**src/rtl/sport_pkg.sv**
```systemverilog
// Shared encodings for the SPORT companding-expand scheduler.
package sport_pkg;

  typedef enum logic [1:0] {
    S_IDLE = 2'd0,
    S_WAIT = 2'd1,
    S_DONE = 2'd2
  } state_t;

  localparam logic [1:0] DT_PASS = 2'b00;
  localparam logic [1:0] DT_MU   = 2'b10;
  localparam logic [1:0] DT_A    = 2'b11;

endpackage

```
**src/rtl/sport_exp_sched_if.sv**
```systemverilog
// Requester, expand-unit and response signals of the expand scheduler.
interface sport_exp_sched_if #(parameter int NREQ = 3);

  logic [NREQ-1:0]    req_v;
  logic [16*NREQ-1:0] req_d;
  logic [2*NREQ-1:0]  req_dt;
  logic [NREQ-1:0]    req_ack;
  logic [15:0]        du_rx;
  logic [1:0]         du_dt;
  logic [15:0]        du_exp;
  logic               rsp_v;
  logic [15:0]        rsp_d;
  logic [2:0]         rsp_id;
  logic               rsp_rdy;

  modport master (
    output req_v, req_d, req_dt, du_exp, rsp_rdy,
    input  req_ack, du_rx, du_dt, rsp_v, rsp_d, rsp_id
  );

  modport slave (
    input  req_v, req_d, req_dt, du_exp, rsp_rdy,
    output req_ack, du_rx, du_dt, rsp_v, rsp_d, rsp_id
  );

endinterface

```
**src/rtl/sport_exp_sched_arb.sv**
```systemverilog
// Combinational arbiter: round-robin from a pointer, or fixed lowest-index priority.
module exp_rr_arb #(
  parameter int NREQ = 3,
  parameter int RR   = 1
) (
  input  logic [NREQ-1:0] req_v,
  input  logic [2:0]      ptr,
  output logic [NREQ-1:0] gnt,
  output logic [2:0]      idx
);

  localparam int IW = (NREQ > 1) ? $clog2(NREQ) : 1;

  always_comb begin
    int c;
    logic [IW-1:0] ci;
    logic found;
    gnt   = '0;
    idx   = '0;
    found = 1'b0;
    c     = 0;
    ci    = '0;
    // Candidates are visited in priority order; the pointer is always < NREQ so one wrap suffices.
    for (int k = 0; k < NREQ; k++) begin
      c = (RR != 0) ? int'(ptr) + k : k;
      if (c >= NREQ) c = c - NREQ;
      ci = IW'(c);
      if (!found && req_v[ci]) begin
        found   = 1'b1;
        gnt[ci] = 1'b1;
        idx     = 3'(c);
      end
    end
  end

endmodule

```
**src/rtl/sport_exp_sched.sv**
```systemverilog
// Time-shares one combinational expand unit between NREQ requesters,
// holding its inputs for SETTLE cycles before capturing the result.
module sport_exp_sched
  import sport_pkg::*;
#(
  parameter int NREQ   = 3,
  parameter int RR     = 1,
  parameter int SETTLE = 1
) (
  input  logic             clk,
  input  logic             rst,
  sport_exp_sched_if.slave bus,
  output logic             busy
);

  state_t          state, state_nx;
  logic [NREQ-1:0] gnt;
  logic [2:0]      gidx;
  logic [2:0]      ptr;
  logic [2:0]      id;
  logic [2:0]      cnt;
  logic            any_req;
  logic [15:0]     sel_d;
  logic [1:0]      sel_dt;
  logic [15:0]     rx_q;
  logic [1:0]      dt_q;
  logic            rsp_v_q;
  logic [15:0]     rsp_d_q;
  logic [2:0]      rsp_id_q;

  exp_rr_arb #(.NREQ(NREQ), .RR(RR)) u_arb (
    .req_v (bus.req_v),
    .ptr   (ptr),
    .gnt   (gnt),
    .idx   (gidx)
  );

  assign any_req = |bus.req_v;

  always_comb begin
    sel_d  = '0;
    sel_dt = '0;
    for (int i = 0; i < NREQ; i++) begin
      if (gnt[i]) begin
        sel_d  = bus.req_d[16*i +: 16];
        sel_dt = bus.req_dt[2*i +: 2];
      end
    end
  end

  always_ff @(posedge clk or posedge rst) begin
    if (rst) state <= S_IDLE;
    else     state <= state_nx;
  end

  always_comb begin
    state_nx = state;
    case (state)
      S_IDLE:  if (any_req)      state_nx = S_WAIT;
      S_WAIT:  if (cnt == 3'd0)  state_nx = S_DONE;
      S_DONE:  if (bus.rsp_rdy)  state_nx = S_IDLE;
      default:                   state_nx = S_IDLE;
    endcase
  end

  always_ff @(posedge clk or posedge rst) begin
    if (rst) begin
      rx_q     <= '0;
      dt_q     <= '0;
      id       <= '0;
      cnt      <= '0;
      ptr      <= '0;
      rsp_v_q  <= 1'b0;
      rsp_d_q  <= '0;
      rsp_id_q <= '0;
    end else begin
      case (state)
        S_IDLE: begin
          if (any_req) begin
            rx_q <= sel_d;
            dt_q <= sel_dt;
            id   <= gidx;
            cnt  <= 3'(SETTLE - 1);
            if (RR != 0) ptr <= (gidx == 3'(NREQ - 1)) ? 3'd0 : gidx + 3'd1;
          end
        end
        S_WAIT: begin
          if (cnt == 3'd0) begin
            rsp_d_q  <= bus.du_exp;
            rsp_id_q <= id;
            rsp_v_q  <= 1'b1;
          end else begin
            cnt <= cnt - 3'd1;
          end
        end
        S_DONE: if (bus.rsp_rdy) rsp_v_q <= 1'b0;
        default: ;
      endcase
    end
  end

  // Grants are combinational, so they are also gated by reset to keep every output low.
  assign bus.req_ack = (state == S_IDLE && !rst) ? gnt : '0;
  assign bus.du_rx   = rx_q;
  assign bus.du_dt   = dt_q;
  assign bus.rsp_v   = rsp_v_q;
  assign bus.rsp_d   = rsp_d_q;
  assign bus.rsp_id  = rsp_id_q;
  assign busy        = (state != S_IDLE);

endmodule

```
**src/flat_wrapper.sv**
```systemverilog
// flat-port wrapper written by rule: the top's interface ports become plain ports
module sport_exp_sched_flat import sport_pkg::*;
#(
  parameter int NREQ   = 3,
  parameter int RR     = 1,
  parameter int SETTLE = 1
)
  (clk, rst, busy, bus_req_v, bus_req_d, bus_req_dt, bus_du_exp, bus_rsp_rdy, bus_req_ack, bus_du_rx, bus_du_dt, bus_rsp_v, bus_rsp_d, bus_rsp_id);
  sport_exp_sched_if #(.NREQ(NREQ)) bus_i ();
  input  logic clk;
  input  logic rst;
  output logic busy;
  input wire logic [$bits(bus_i.req_v)-1:0] bus_req_v;
  input wire logic [$bits(bus_i.req_d)-1:0] bus_req_d;
  input wire logic [$bits(bus_i.req_dt)-1:0] bus_req_dt;
  input wire logic [$bits(bus_i.du_exp)-1:0] bus_du_exp;
  input wire logic [$bits(bus_i.rsp_rdy)-1:0] bus_rsp_rdy;
  output wire logic [$bits(bus_i.req_ack)-1:0] bus_req_ack;
  output wire logic [$bits(bus_i.du_rx)-1:0] bus_du_rx;
  output wire logic [$bits(bus_i.du_dt)-1:0] bus_du_dt;
  output wire logic [$bits(bus_i.rsp_v)-1:0] bus_rsp_v;
  output wire logic [$bits(bus_i.rsp_d)-1:0] bus_rsp_d;
  output wire logic [$bits(bus_i.rsp_id)-1:0] bus_rsp_id;
  assign bus_i.req_v = bus_req_v;
  assign bus_i.req_d = bus_req_d;
  assign bus_i.req_dt = bus_req_dt;
  assign bus_i.du_exp = bus_du_exp;
  assign bus_i.rsp_rdy = bus_rsp_rdy;
  assign bus_req_ack = bus_i.req_ack;
  assign bus_du_rx = bus_i.du_rx;
  assign bus_du_dt = bus_i.du_dt;
  assign bus_rsp_v = bus_i.rsp_v;
  assign bus_rsp_d = bus_i.rsp_d;
  assign bus_rsp_id = bus_i.rsp_id;
  sport_exp_sched #(.NREQ(NREQ), .RR(RR), .SETTLE(SETTLE)) u_core (.clk(clk), .rst(rst), .bus(bus_i), .busy(busy));
endmodule
```
**config.mk**
```make
export PLATFORM = sky130hd
export DESIGN_NAME = sport_exp_sched_flat
export DESIGN_NICKNAME = d
export VERILOG_FILES = /design/src/rtl/sport_pkg.sv /design/src/rtl/sport_exp_sched_if.sv /design/src/rtl/sport_exp_sched_arb.sv /design/src/rtl/sport_exp_sched.sv /design/src/flat_wrapper.sv
export SDC_FILE = /design/constraint.sdc
export NUM_CORES = 1
export LEC_CHECK = 0
export CAP_MARGIN = 10
export CORE_MARGIN = 4
export CORE_UTILIZATION = 25
export DETAILED_ROUTE_END_ITERATION = 6
export GPL_TIMING_DRIVEN = 0
export PLACE_DENSITY = 0.53
export SLEW_MARGIN = 10
export SYNTH_ARGS = -nofsm -noshare
export SYNTH_HDL_FRONTEND = slang
export SYNTH_SLANG_ARGS = --single-unit
export TNS_END_PERCENT = 20
```
**constraint.sdc**
```tcl
create_clock -name clk -period 6.5 [get_ports clk]
set_input_delay 1.3 -clock clk [delete_from_list [all_inputs] [get_ports clk]]
set_output_delay 1.3 -clock clk [all_outputs]
set_load 0.02 [all_outputs]
```
==> flow_summary_export.csv, run 1 <==
group,metric,value,unit
routing,avgRoutedWirePerCell,16.6,um
clock_tree,cts-root-buf,"clkbuf_8",
floorplanning,die_w,114,um
power_and_ir_drop,power_density,595,nW/um^2
run,max_cap_viol_count,0,
routing,wirelength,8610,um
cells_and_area,fill_cells,1111,
floorplanning,pin_count,118,
floorplanning,dieArea,13000,sq um
synthesis,synthTopCellsByCount,"dfrtp_1, and3_1, mux2_2",
clock_tree,cts_buffers,5,
routing,drtPass1Iterations,4,
sta,tns,0,ns
global_routing,grt_usage,13.2,%
global_routing,grt_max_degree,38,
setup_path,worstPathMaxFanout,10,
synthesis,syn_nets,340,
global_routing,grt.overflow.total,0,
place,hpwlAfterDp,6680,um
synthesis,ys_top_cells_by_area,"dfrtp_1, mux2_2, a221o_1, a22o_1, and3_1",
floorplanning,rows,38,
synthesis,syn_inst,255,
place,placed_cell_area,4160,sq um
synthesis,synth_top_area_share,43.7,%
global_routing,grt_pass1_wl,13900,um
synthesis,synth-adder-area-share,4.02,%
clock_tree,clk_pin_slew,0.09,ns
setup_path,rrSetupSlack,3.17,ns
setup_path,r2r-end,"u_core.bus.du_rx[8]",
sta,fin_crit_sh,85.3,%
clock_tree,clock-sinks,49,
cells_and_area,post_route_cells_drive_above_1_share,12.9,%
place,place_ws,0.949,ns
place,gp_congestion,0.819,
synthesis,ys_seq_area_share,43.7,%
synthesis,netlist_area,2800,sq um
synthesis,yosysTopAreaCell,"dfrtp_1",
cells_and_area,nets,464,
synthesis,postSynthAreaPerCell,11.0,sq um
clock_tree,cts_tree,"done",
clock_tree,cts_hold_buf,0,
clock_tree,cts_buffer_depth,2,
synthesis,synth-seq-cells,49,
routing,drt-initial-drc-count,95,
global_routing,antenna_found_initial,0,
sta,clock_skew,0.00798,ns
routing,drc,0,
routing,wl_met1,3820,um
global_routing,grt_pass1_vias,2605,
synthesis,synth_flop_cell,"dfrtp_1",
floorplanning,core,10900,sq um
routing,highest_layer,"met4",
setup_path,r2r-start,"u_core.ptr[1]",
floorplanning,start_util,25.8,%
setup_path,arrival,4.24,ns
run_status,status,"finished, final reports clean",
clock_tree,h-tree-depth,2,
routing,dr_wl_met2,4190,um
cells_and_area,final-seq-area,1230,sq um
worst_hold_path,whs_path_depth,1,
setup_path,path_class,"input port to output pin",
cells_and_area,fin_cells,520,
synthesis,yosysWarningCount,0,
setup_path,crit_path_start_kind,"input port",
clock_tree,cts_setup_buffers,0,
clock_tree,clk_latency,0.30,ns
cells_and_area,stdcell_area,4280,sq um
sta,postLayoutSetupSlackWorst,0.957,ns
routing,via_per_inst,4.85,
setup_path,critPathCaptureType,"output pin",
floorplanning,dieHeight,114,um
synthesis,synthDistinctLibCells,50,
sta,finalHoldViolCount,0,
place,dp_cells,512,
cells_and_area,diodes,0,
synthesis,synthArstFlopShare,100,%
worst_hold_path,min_from,"u_core.bus.rsp_v",
place,portBuffers,116,
cells_and_area,area_delta_synth_final,52.7,%
synthesis,muxShareOfSynthArea,9.59,%
sta,final-setup-viol-count,0,
sta,rsz0062_at_grt,"false",
setup_path,cp_data_required_time,5.20,ns
sta,max_slew_margin,62.0,%
synthesis,synth_edf_count,0,
sta,layout_min_cycle_time,5.54,ns
synthesis,yosys.area_share.xor_xnor,0.312,%
cells_and_area,multiInputGateArea,1470,sq um
routing,wl_met3,472,um
sta,drv_slew,0,
clock_tree,cts_resized,0,
worst_hold_path,hp-class,"flip-flop to flip-flop",
routing,vias,2522,
synthesis,synth_compound_area_share,21.2,%
routing,ant_nets,0,
synthesis,yosysMostFrequentCell,"dfrtp_1",
synthesis,synth_top_family_by_area,"compound AO/OA/AOI/OAI gates",
worst_hold_path,whs_endpoint,"u_core.bus.rsp_v",
cells_and_area,postLayoutCoreUtil,39.3,%
synthesis,synth-simple-area-share,17.1,%
sta,fmax,180,MHz
sta,worst_pin_slew,0.567,ns
power_and_ir_drop,vdd_drop_max,0.231,mV
setup_path,reg2reg_depth,10,
power_and_ir_drop,p_leak,1.84,nW
[worst max-delay path by stage]
| stage | end | slack, ns | depth (start not counted) | startpoint |
|---|---|---|---|---|
| 2_1_floorplan | bus_req_ack[0] | 2.21 | 8 | bus_req_v[0] |
| 3_3_place_gp | bus_req_ack[0] | 0.93 | 8 | bus_req_v[1] |
| 3_5_place_dp | bus_req_ack[0] | 0.95 | 8 | bus_req_v[1] |
| 4_1_cts | bus_req_ack[0] | 0.96 | 8 | bus_req_v[1] |
| 5_1_grt | bus_req_ack[0] | 0.82 | 8 | bus_req_v[1] |
| 6_report | bus_req_ack[0] | 0.96 | 8 | bus_req_v[1] |
[routing by layer]
metal / up-vias / track usage (%)
li1: 1213 / -
met1: 1223 / 17.2
met2: 75 / 22.8
met3: 11 / 2.28
met4: 0 / 3.48
met5: - / 0
[state kept, by name (all words and copies together), names as in the netlist]
signal and cells:
u_core.bus.rsp_v 1, u_core.ptr 3, u_core.state 2, u_core.bus.du_dt 2, u_core.id 3, u_core.bus.rsp_d 16
u_core.cnt 3, u_core.bus.du_rx 16, u_core.bus.rsp_id 3
[logic make-up (layout without fill, tap and decap cells)]
| group | count (synthesis) | after routing |
|---|---|---|
| simple gates | 82 | 82 |
| compound gates | 67 | 67 |
| flops | 49 | 49 |
| mux | 24 | 24 |
| buf+inv | 23 | 148 |
| fa+ha+maj | 9 | 9 |
| xor+xnor | 1 | 1 |
[layout by cell type, fill, tap and decap left out, types with 2 or more instances in the layout]
cell and instances:
clkdlybuf4s50_1 116, dfrtp_1 49, and3_1 25, mux2_2 20, a22o_1 18, a221o_1 18
nand2_1 13, nor2_1 11, clkbuf_1 11, ha_1 9, nand2b_1 8, nand3_1 7
o21ai_0 7, clkbuf_8 6, inv_1 5, nor2b_1 4, a21oi_1 4, buf_6 3
inv_2 3, mux2i_1 3, nand3_2 2, a211oi_2 2, o31ai_1 2, o32ai_1 2
nand3b_1 2
[metrics by stage]
step / total power [mW] / hold WS, ns
final: 2.55 / 0.485
after global routing: 2.74 / 0.504
after CTS: 2.57 / 0.494
after detailed placement: 2.34 / 0.469
after global placement: 2.32 / 0.461
after floorplan: 1.73 / 0.440
[layout make-up]
type | count | share of cell area [%]
flip-flops and latches | 49 | 28.6
multi-input cells | 183 | 34.2
repair buffers | 117 | 27.6
inverters | 8 | 0.702
well taps | 140 | 4.09
plain buffers | 15 | 1.93
clock inverters | 2 | 0.877
clock buffers | 6 | 1.93
[power breakdown]
group | switching (mW) | internal (mW) | total, mW
logic | 0.937 | 0.837 | 1.77
clock network | 0.105 | 0.125 | 0.231
registers | 0.0861 | 0.455 | 0.542
total | 1.13 | 1.42 | 2.55
[critical path, cell delays in order]
cell and delay (ns):
clkdlybuf4s50_1 0.51, mux2_2 0.33, a211oi_2 0.34, nand3_1 0.16, o2bb2ai_2 0.51, buf_4 0.31
and3_1 0.17, clkdlybuf4s50_1 0.61
(Power assumes the default switching activity.)
==> run 2, diff against run 1 <==
--- a/config.mk
+++ b/config.mk
@@ -5,12 +5,12 @@
 export SDC_FILE = /design/constraint.sdc
 export NUM_CORES = 1
 export LEC_CHECK = 0
+export ABC_CLOCK_PERIOD_IN_PS = 6500
 export CAP_MARGIN = 10
 export CORE_MARGIN = 4
 export CORE_UTILIZATION = 25
 export DETAILED_ROUTE_END_ITERATION = 6
 export GPL_TIMING_DRIVEN = 0
-export PLACE_DENSITY = 0.53
 export SLEW_MARGIN = 10
 export SYNTH_ARGS = -nofsm -noshare
 export SYNTH_HDL_FRONTEND = slang
==> run 2 against run 1 <==
Die area unchanged; critical path type unchanged; largest cell class unchanged; core utilization is 0.15 points lower; routed wire length down 2.4%.
==> flow_summary_export.csv, run 2 (same netlist as run 1, synthesis figures left out) <==
group,metric,value,unit
routing,wirelength,8410,um
floorplanning,core,10900,sq um
worst_hold_path,min_from,"u_core.bus.rsp_v",
power_and_ir_drop,power_frac_comb,70.1,%
sta,max_slew_margin,59.9,%
setup_path,path_class,"input port to output pin",
sta,fmax,183,MHz
sta,tns,0,ns
clock_tree,cts-root-buf,"clkbuf_8",
clock_tree,cts_hold_buf,0,
setup_path,startpoint,"bus_req_v[1]",
global_routing,grt.overflow.total,0,
routing,drc,0,
setup_path,r2r-start,"u_core.ptr[1]",
clock_tree,cts_buffers,5,
cells_and_area,diodes,0,
global_routing,grt_max_degree,29,
sta,finalHoldViolCount,0,
global_routing,grt_pass1_vias,2538,
sta,worst_pin_slew,0.601,ns
setup_path,critPathCaptureType,"output pin",
power_and_ir_drop,vdd_drop_max,0.243,mV
setup_path,cp_data_required_time,5.20,ns
setup_path,crit_path_start_kind,"input port",
sta,fin_crit_sh,84.2,%
routing,ant_nets,0,
setup_path,arrival,4.17,ns
power_and_ir_drop,p_sw,1.10,mW
power_and_ir_drop,p_leak,1.83,nW
floorplanning,dieArea,13000,sq um
place,portBuffers,116,
routing,vias,2515,
place,gp_congestion,0.810,
clock_tree,clk_latency,0.29,ns
setup_path,worstPathMaxFanout,10,
routing,via_per_inst,4.85,
power_and_ir_drop,power_switching_share,43.9,%
place,hpwlAfterDp,6650,um
sta,rsz0062_at_grt,"false",
clock_tree,cts_tree,"done",
sta,final-setup-viol-count,0,
power_and_ir_drop,power.sequential.fraction,21.7,%
sta,holdWs,0.479,ns
floorplanning,dieHeight,114,um
cells_and_area,post_route_cells_drive_above_1_share,12.7,%
cells_and_area,multiInputGateArea,1470,sq um
global_routing,grt_pass1_wl,13000,um
power_and_ir_drop,clkPwrFrac,8.2,%
cells_and_area,final-seq-area,1230,sq um
cells_and_area,final_common_cell,"clkdlybuf4s50_1",
floorplanning,start_util,25.8,%
sta,layout_min_cycle_time,5.47,ns
clock_tree,cts_setup_buffers,0,
floorplanning,rows,38,
clock_tree,clk_pin_slew,0.08,ns
cells_and_area,area_delta_synth_final,52.1,%
global_routing,grt_usage,12.5,%
power_and_ir_drop,internal_power,1.40,mW
routing,avgRoutedWirePerCell,16.2,um
sta,clock_skew,0.00666,ns
clock_tree,cts_buffer_depth,2,
clock_tree,clock-sinks,49,
run,max_cap_viol_count,0,
cells_and_area,nets,464,
cells_and_area,postLayoutCoreUtil,39.2,%
clock_tree,h-tree-depth,2,
cells_and_area,layout_common_cells,"clkdlybuf4s50_1, dfrtp_1, and3_1",
global_routing,antenna_found_initial,0,
cells_and_area,fill_cells,1099,
power_and_ir_drop,power_density,587,nW/um^2
worst_hold_path,hp-class,"flip-flop to flip-flop",
clock_tree,cts_resized,0,
routing,drt-initial-drc-count,95,
run_status,status,"finished, final reports clean",
floorplanning,pin_count,118,
sta,drv_slew,0,
floorplanning,die_w,114,um
routing,drtPass1Iterations,4,
[run 2: changes by cell type in the layout (fill, tap and decap cells not counted)]
cell,previous run,this run
clkinv_2,0,1
clkinvlp_4,1,0
clkbuf_8,6,5
[run 2: power by group through the flow]
stage               clock (mW)  combinational, mW  sequential [mW]
CTS                      0.216               1.77            0.545
finish                   0.206               1.76            0.543
floorplan                    0               1.06            0.669
global placement             0               1.74            0.544
global route             0.229               1.90            0.564
detailed placement           0               1.77            0.549
[run 2: worst paths after layout]
kind | to | slack [ns] | depth (start not counted)
setup / recovery | bus_req_ack[0] | 1.03 | 8
hold / removal | u_core.bus.rsp_v | 0.48 | 1
setup reg to reg | u_core.bus.du_rx[4] | 3.21 | 10
hold reg to reg | u_core.bus.rsp_v | 0.48 | 1
max in group asynchronous | u_core.bus.rsp_d[13] | 4.59 | 3
min in group asynchronous | u_core.bus.rsp_d[9] | 1.38 | 2
[run 2: area by class of cell]
class	instances	area share (%)
Multi-Input combinational cell	183	34.4
Tap cell	140	4.11
Clock inverter	2	0.822
Inverter	8	0.704
Timing Repair Buffer	117	27.7
Sequential cell	49	28.8
Buffer	15	1.94
Clock buffer	5	1.61
[run 2: per-stage QoR]
stage          cell area [sq um]  std cells  worst slack (ns)  total power [mW]
3_3_place_gp                4140        511              1.04              2.29
3_5_place_dp                4160        512              1.05              2.32
6_report                    4260        519              1.03              2.50
5_1_grt                     4260        519             0.884              2.69
4_1_cts                     4260        519              1.04              2.53
2_1_floorplan               2800        255              2.21              1.73
[run 2: metal layers]
layer	vias up	global-route usage [%]	part of all wire [%]
li1	1219	-	-
met1	1212	17.0	46
met2	75	20.5	47
met3	9	2.86	5.8
met4	0	2.93	1.2
met5	-	0	0
[run 2: worst max-delay path, stage by stage]
cell             delay, ns
clkdlybuf4s50_1       0.52
mux2_2                0.33
a211oi_2              0.29
nand3_1               0.18
o2bb2ai_2             0.48
buf_4                 0.30
and3_1                0.17
clkdlybuf4s50_1       0.60
==> run 3, diff against run 2 <==
--- a/config.mk
+++ b/config.mk
@@ -5,7 +5,7 @@
 export SDC_FILE = /design/constraint.sdc
 export NUM_CORES = 1
 export LEC_CHECK = 0
-export ABC_CLOCK_PERIOD_IN_PS = 6500
+export ABC_CLOCK_PERIOD_IN_PS = 5280
 export CAP_MARGIN = 10
 export CORE_MARGIN = 4
 export CORE_UTILIZATION = 25
==> constraint.sdc (replaced) <==
create_clock -name clk -period 5.28 [get_ports clk]
set_input_delay 1.056 -clock clk [delete_from_list [all_inputs] [get_ports clk]]
set_output_delay 1.056 -clock clk [all_outputs]
set_load 0.02 [all_outputs]
==> results of run 3 <==
Same layout as run 2 (identical final DEF). Status: finished, final reports clean.
Among the figures that moved: setup slack after placement 1.05 ns -> 0.317 ns; clock-pin slew on the worst setup and hold paths 0.08 ns -> 0.09 ns; setup slack after layout 1.03 ns -> 0.273 ns; start point of the critical path bus_req_v[1] -> u_core.ptr[1]; register-to-register setup slack 3.21 ns -> 1.99 ns; total power 2.50 mW -> 3.08 mW; worst IR drop on VDD 0.243 mV -> 0.299 mV
